===== src/rtl/arbiter41.sv =====
// arbiter41: 4-way round-robin arbiter driving a registered 4:1 data selector.
// Ports: iClk, iRst (sync, active-high), iReq[3:0], iC0..iC3[3:0] data in;
//        oGnt[3:0] one-hot grant, {oS1,oS0} select code, oZ[3:0] registered
//        selected data, oValid (oZ carries granted data), oBusy (in GRANT).
module arbiter41 #(
  parameter int unsigned HOLD = 4
) (
  input  logic       iClk,
  input  logic       iRst,
  input  logic [3:0] iReq,
  input  logic [3:0] iC0,
  input  logic [3:0] iC1,
  input  logic [3:0] iC2,
  input  logic [3:0] iC3,
  output logic [3:0] oGnt,
  output logic       oS1,
  output logic       oS0,
  output logic [3:0] oZ,
  output logic       oValid,
  output logic       oBusy
);

  typedef enum logic {
    IDLE,
    GRANT
  } state_e;

  localparam logic [3:0] HoldM1 = 4'(HOLD - 1);

  state_e     state_q, state_d;
  logic [1:0] g_q, g_d;
  logic [1:0] p_q, p_d;
  logic [3:0] cnt_q, cnt_d;
  logic [3:0] z_q, z_d;
  logic       valid_q, valid_d;
  logic [3:0] sel_data;
  logic       release_c;

  // First requester after ptr, wrapping so ptr itself is checked last.
  // Scanning from the far end lets the nearest hit overwrite the result.
  function automatic logic [1:0] rr_pick(
    input logic [1:0] ptr,
    input logic [3:0] req
  );
    logic [1:0] idx;
    logic [1:0] pick;
    pick = ptr;
    for (int k = 4; k >= 1; k--) begin
      idx = ptr + 2'(k);
      if (req[idx]) pick = idx;
    end
    return pick;
  endfunction

  always_comb begin
    sel_data = iC0;
    unique case (g_q)
      2'd0: sel_data = iC0;
      2'd1: sel_data = iC1;
      2'd2: sel_data = iC2;
      2'd3: sel_data = iC3;
      default: sel_data = iC0;
    endcase
  end

  assign release_c = (cnt_q == 4'd0) || !iReq[g_q];

  always_comb begin
    state_d = state_q;
    g_d     = g_q;
    p_d     = p_q;
    cnt_d   = cnt_q;
    unique case (state_q)
      IDLE: begin
        if (iReq != 4'b0000) begin
          g_d     = rr_pick(p_q, iReq);
          cnt_d   = HoldM1;
          state_d = GRANT;
        end
      end
      GRANT: begin
        if (release_c) begin
          // Pointer moves to the releasing owner; re-arbitrate from it
          // in the same edge so there is no idle bubble.
          p_d = g_q;
          if (iReq != 4'b0000) begin
            g_d   = rr_pick(g_q, iReq);
            cnt_d = HoldM1;
          end else begin
            state_d = IDLE;
          end
        end else begin
          cnt_d = cnt_q - 4'd1;
        end
      end
      default: state_d = IDLE;
    endcase
  end

  always_comb begin
    z_d     = (state_q == GRANT) ? sel_data : 4'b0000;
    valid_d = (state_q == GRANT);
  end

  always_ff @(posedge iClk) begin
    if (iRst) begin
      state_q <= IDLE;
      g_q     <= 2'd0;
      p_q     <= 2'd3;
      cnt_q   <= 4'd0;
      z_q     <= 4'b0000;
      valid_q <= 1'b0;
    end else begin
      state_q <= state_d;
      g_q     <= g_d;
      p_q     <= p_d;
      cnt_q   <= cnt_d;
      z_q     <= z_d;
      valid_q <= valid_d;
    end
  end

  always_comb begin
    oGnt  = 4'b0000;
    oS1   = 1'b0;
    oS0   = 1'b0;
    oBusy = 1'b0;
    if (state_q == GRANT) begin
      oGnt  = 4'b0001 << g_q;
      oS1   = g_q[1];
      oS0   = g_q[0];
      oBusy = 1'b1;
    end
  end

  assign oZ     = z_q;
  assign oValid = valid_q;

endmodule


===== config.mk =====
export PLATFORM = sky130hd
export DESIGN_NAME = arbiter41
export DESIGN_NICKNAME = d
export VERILOG_FILES = /design/src/rtl/arbiter41.sv
export SDC_FILE = /design/constraint.sdc
export NUM_CORES = 1
export LEC_CHECK = 0
export CAP_MARGIN = 0
export CORE_MARGIN = 3
export CORE_UTILIZATION = 41
export CTS_CLUSTER_SIZE = 8
export DETAILED_ROUTE_END_ITERATION = 7
export PLACE_DENSITY = 0.83
export SETUP_SLACK_MARGIN = 0.4
export SKIP_LAST_GASP = 1
export SYNTH_ARGS = -nofsm -noshare
export SYNTH_HDL_FRONTEND = slang
export SYNTH_SLANG_ARGS = --single-unit
export TNS_END_PERCENT = 1

===== constraint.sdc =====
create_clock -name iClk -period 1.9 [get_ports iClk]
set_input_delay 0.19 -clock iClk [delete_from_list [all_inputs] [get_ports iClk]]
set_output_delay 0.19 -clock iClk [all_outputs]
set_load 0.01 [all_outputs]

== After elaboration in Yosys (flattened, before gate mapping) ==
Cells that the tools add are included.

* Add/sub/neg operators: 7
* Multiply operators: 0
* Div/mod/pow operators: 0
* $lt $le $gt $ge: 7
* Eq/ne operators: 7
* Shift operators: 1
* Mux-type cells: 35
* Bitwise gates (word level): 1
* Reduce and logical (&&, ||, !) cells: 8

{| class="wikitable"
|+ Operator list
! operator !! number
|-
| < comparator 2 x 3 -> 1 bit, second input constant || 7
|-
| 2-to-1 mux 2 bit || 9
|-
| case mux 4 bit (4 select lines) || 1
|-
| binary-select mux 1 bit (select 2 bit) || 7
|-
| 2-to-1 mux 1 bit || 12
|-
| 2-to-1 mux 4 bit || 3
|-
| adder 2 bit, second input constant || 4
|-
| case mux 4 bit (2 select lines) || 1
|-
| adder 2 x 1 -> 2 bit, second input constant || 2
|-
| == test 2 bit, second input constant || 2
|-
| zero test 4 bit || 1
|-
| inequality test 2 x 1 -> 1 bit, second input constant || 2
|-
| inequality test 4 x 1 -> 1 bit, second input constant || 1
|-
| case mux 2 bit (2 select lines) || 1
|-
| AND reduction 4 bit || 1
|-
| nonzero test 4 bit || 1
|-
| left shift 1 x 2 -> 4 bit, first input constant || 1
|-
| subtractor 4 x 1 -> 4 bit, second input constant || 1
|-
| == test 2 x 1 -> 1 bit, second input constant || 1
|-
| zero test 2 bit || 1
|-
| inequality test 2 bit, second input constant || 1
|-
| case mux 1 bit (2 select lines) || 1
|-
| AND reduction 2 bit || 1
|-
| OR reduction 2 bit || 1
|-
| other kinds (3) || 3
|}

* Register bits after elaboration: 14
* Latch bits: 0
* Bits in writable memories: 0
* Memory bits (read-only): 0
* Word-level logic and storage cells: 72
* Memories: 0

== Depth between registers and ports, before layout ==
* Depth in word-level cells: 9
* Gate-level depth with buffers: 8
* Depth with buffers taken out: 7

== Least setup slack after synthesis ==
OpenSTA, ideal clock, no wires.

* Path kind: register to register
* From: reg g_q[0]
* To: reg g_q[0]
* Arrival time: 1.915 ns
* Path slack: -0.073 ns
* Stages on the path, launching flop included: 9
* Path buffers: 1
* Path through: dfxtp_1 -> buf_2 -> inv_1 -> ha_1 -> nand2b_1 -> o2111ai_1 -> o21bai_1 -> or4_1 -> nand2_1

* Longest elaborated chain between the ends: 8

{| class="wikitable"
|+ RTL lines
! item !! RTL line !! source
|-
| from (decl) || 31 || <nowiki>logic [1:0] g_q, g_d;</nowiki>
|-
| from (signal assigned) || 115 || <nowiki>g_q <= g_d;</nowiki>
|-
| adder 2 bit || 49 || <nowiki>idx = ptr + 2'(k);</nowiki>
|-
| binary-select mux 1 bit (select 2 bit) || 50 || <nowiki>if (req[idx]) pick = idx;</nowiki>
|-
| 2-to-1 mux 1 bit (implied by the code) || 50 ||
|-
| 2-to-1 mux 2 bit (2 in a row) || 50 ||
|-
| 2-to-1 mux 2 bit || 86 || <nowiki>if (iReq != 4'b0000) begin</nowiki>
|-
| 2-to-1 mux 2 bit || 82 || <nowiki>if (release_c) begin</nowiki>
|-
| case mux 2 bit (2 select lines) || 73 || <nowiki>unique case (state_q)</nowiki>
|}

Parallel ways exist; a longest one is shown, timed or not. The select of a mux whose other input is x is not followed.
A chain may end at the register's enable or synchronous reset.

== Worst setup path in the final report ==
* From: reg cnt_q[0]
* To: reg p_q[1]

* Longest elaborated chain between the ends: 3

{| class="wikitable"
|+ RTL lines
! item !! RTL line !! source
|-
| from (decl) || 33 || <nowiki>logic [3:0] cnt_q, cnt_d;</nowiki>
|-
| from (signal assigned) || 117 || <nowiki>cnt_q <= cnt_d;</nowiki>
|-
| zero test 4 bit || 66 || <nowiki>assign release_c = (cnt_q == 4'd0) || !iReq[g_q];</nowiki>
|-
| logical OR 1 bit || 66 ||
|-
| AND reduction 2 bit (no source line) || -- ||
|-
| to (signal assigned) || 116 || <nowiki>p_q <= p_d;</nowiki>
|-
| to (decl) || 32 || <nowiki>logic [1:0] p_q, p_d;</nowiki>
|}

Every way passes these cells.

==> results.md <==
* Initial Util at 44.72%
* Gr ovfl total at 0
* Site Rows at 17
* H-tree depth at 1
* YS warnings at 0
* Synth Area per Inst at 8.420 um2
* P_leak at 0.6819 nW
* DR vias at 1149
* Clk slew on worst S/H paths at 0.09 ns
* Max Slew Vio Count at 0
* Final nets at 203
* Routed WL at 3105 um
* Endpoints failing hold at 0
* Critical path's top delay family: simple AND/OR/NAND/NOR gates
* First-pass GRT wire length at 4698 um
* Inserted Diodes at 0
* Pre-antenna DRT Iters at 4
* Fin crit period at 1.790 ns
* Part of the power in registers at 30.2%
* Die Span Y at 56.06 um
* Pin count of the biggest net entering global routing at 17
* Post-synthesis cell area at 0.001027 mm2
* Sequential share of the synthesized area at 27.28%
* Final setup violation count at 0
* Buf+Inv Stages, Crit Path at 2
* Initial antenna violation count at 0
* Post-Syn Nets at 150
* Hold Path Depth at 1
* Post-synth ARST share at 0%
* Psw at 0.4541 mW
* Share of cells above drive strength 1 at 29.89%
* Startpoint Class: flip-flop
* Clock network power share at 16.9%
* Post-DRT Antenna Nets at 0
* Core Footprint at 0.002297 mm2
* RSZ-0062 raised after global routing: true
* Area grow syn2layout at 59.20%
* Combinational share of power at 52.9%
* Worst Setup End Kind: flip-flop
* Max-capacitance violation count at 0
* Mapped Cells at 122
* Post-DP HPWL at 2097 um
* Worst EP arrival at 1.96 ns
* Status: finished clean
* Min-delay worst type: flip-flop to flip-flop
* Hold buffer count at CTS at 0
* GRT Overall Usage at 18.09%
* Synth unique cells at 44
* Crit Path Class: flip-flop to flip-flop
* Routed length per instance at 15.37 um
* Clk_lat worst skew at 0.28 ns
* Synth Flop Type: dfxtp_1
* Critical-path top delay cell: or3b_4
* WHS at 0.4594 ns
* FMAX at 558.5 MHz
* Worst Tran Pin Value at 0.3686 ns
* GPL Wtd Cong at 0.9029
* Rel. slew slack at 75.43%
* Cells on worst reg2reg path at 7
* # port buffers at 33
* Post-DR vias/cell at 5.688
* Critical path peak fanout at 3
* Tcrit/Tclk final at 94.23%
* Ports at 34
* Initial drt markers at 51
* VDD IR max at 0.6307 mV
* CTS Sinks at 14
* Root buf cell: clkbuf_4
* CTS tree: done
* Synth top area cells: dfxtp_1, ha_1, nor2_1, a21oi_1, a222oi_1
* Logic depth of the worst path, buffers included at 7
* Num CTS Buffers at 3
* Share of the synthesized area in the top cell type at 27.28%
* DRC at 0
* Fill cell count at 188
* Critical-path cell list: inv_2, ha_4, or3b_4, nand2_4, buf_4, nand2_1, a221o_1
* Flops & latches, synth at 14
* EDFF count, synth at 0
* Dominant cell type by area after synthesis: dfxtp_1
* Worst Skew at 0.01174 ns
* Number of global-route vias before repair at 1100
* Final core utilization at 71.19%
* Die area at 0.003142 mm2
* Internal Power at 0.8201 mW
* CP peak stage delay at 0.40 ns
* Bufs on Longest Clock Path at 2
* WP data required at 2.07 ns
* Switching share of power at 35.64%
* Die width at 56.06 um
* Final setup TNS at 0 ns
* Power per Cell Area at 779.2 mW/mm2
==> per-stage QoR <==
step | instance area [um2] | power [mW] | setup slack [ns] | std cells
floorplan | 1051 | 0.7434 | 0.1367 | 122
global placement | 1479 | 0.9329 | -0.04919 | 190
detailed placement | 1479 | 0.9524 | -0.08495 | 190
CTS | 1593 | 1.223 | 0.1420 | 198
global route | 1635 | 1.363 | 0.04562 | 202
finish | 1635 | 1.274 | 0.1096 | 202
==> kinds of logic after synthesis <==
family / count (synthesis) / synth area share (%)
multiplexers: 4 / 5.359
AND/OR/NAND/NOR: 45 / 23.75
buffers and inverters: 17 / 7.551
flip-flops: 14 / 27.28
AO/OA/AOI/OAI: 36 / 28.75
adder cells (fa/ha/maj): 6 / 7.308
==> power by group through the flow <==
stage          logic, mW  registers, mW  clock network [mW]
2_1_floorplan      0.377          0.367                   0
3_3_place_gp       0.548          0.385                   0
3_5_place_dp       0.565          0.388                   0
4_1_cts            0.620          0.390               0.213
5_1_grt            0.734          0.391               0.238
6_report           0.674          0.385               0.215
==> layout make-up <==
class	instances	area, um2	area share (%)
Clock buffer	4	36.28	2.219
Multi-Input combinational cell	91	735.7	44.99
Inverter	9	38.79	2.372
Timing Repair Buffer	56	499.2	30.53
Sequential cell	14	290.3	17.75
Tap cell	28	35.03	2.142
==> state kept, by name (all words and copies together) (netlist names) <==
register / cells
g_q: 2
p_q: 2
state_q: 1
oZ: 4
cnt_q: 4
oValid: 1
==> synthesized netlist by cell type (2+ instances only) <==
| library cell | n |
|---|---|
| o21ai_0 | 3 |
| buf_2 | 2 |
| clkbuf_1 | 4 |
| a21oi_1 | 8 |
| ha_1 | 6 |
| a221o_1 | 2 |
| a211oi_1 | 3 |
| inv_1 | 9 |
| mux2_2 | 2 |
| and2_1 | 6 |
| o211ai_1 | 3 |
| a211o_1 | 2 |
| nand2b_1 | 2 |
| dfxtp_1 | 14 |
| a222oi_1 | 4 |
| o2111ai_1 | 2 |
| nor2_1 | 15 |
| nand2_1 | 7 |
| nor2b_1 | 2 |
| a221oi_1 | 2 |
==> cell usage in the layout (no fill, tap or decap), drive strengths merged, types with 3 or more instances in the layout <==
master and instances:
inv 9, clkdlybuf4s50 30, o211ai 4, and2 7, dfxtp 14, o21ai 3, a21oi 8, nor2 15
dlygate4sd2 3, clkbuf 4, a211oi 3, buf 23, nand2 8, ha 6, a222oi 4
==> metal layers <==
metal	wire length [um]	vias to the layer above	track usage, %
met4	13	0	2.712
met1	1243	528	20.73
met5	0	-	0
met3	275	4	4.640
li1	-	549	-
met2	1573	68	33.89
==> worst paths after layout <==
check | to | from | slack [ns]
worst max-delay path | p_q[1]$_SDFFE_PP1P_ | cnt_q[0]$_SDFF_PP0_ | 0.11
worst min-delay path | cnt_q[0]$_SDFF_PP0_ | cnt_q[0]$_SDFF_PP0_ | 0.46
worst max register to register | p_q[1]$_SDFFE_PP1P_ | cnt_q[0]$_SDFF_PP0_ | 0.11
worst min register to register | cnt_q[0]$_SDFF_PP0_ | cnt_q[0]$_SDFF_PP0_ | 0.46
==> timing repair <==
| item | 4_1_cts | 5_1_grt |
|---|---|---|
| setup endpoints to repair | 18 | 18 |
| buffers inserted | 4 | 4 |
| endpoints found under the hold margin | 0 | 0 |
| pin swaps | 6 | 6 |
| resized for setup | 19 | 4 |
Note: power is estimated with default switching activity, not from simulation.
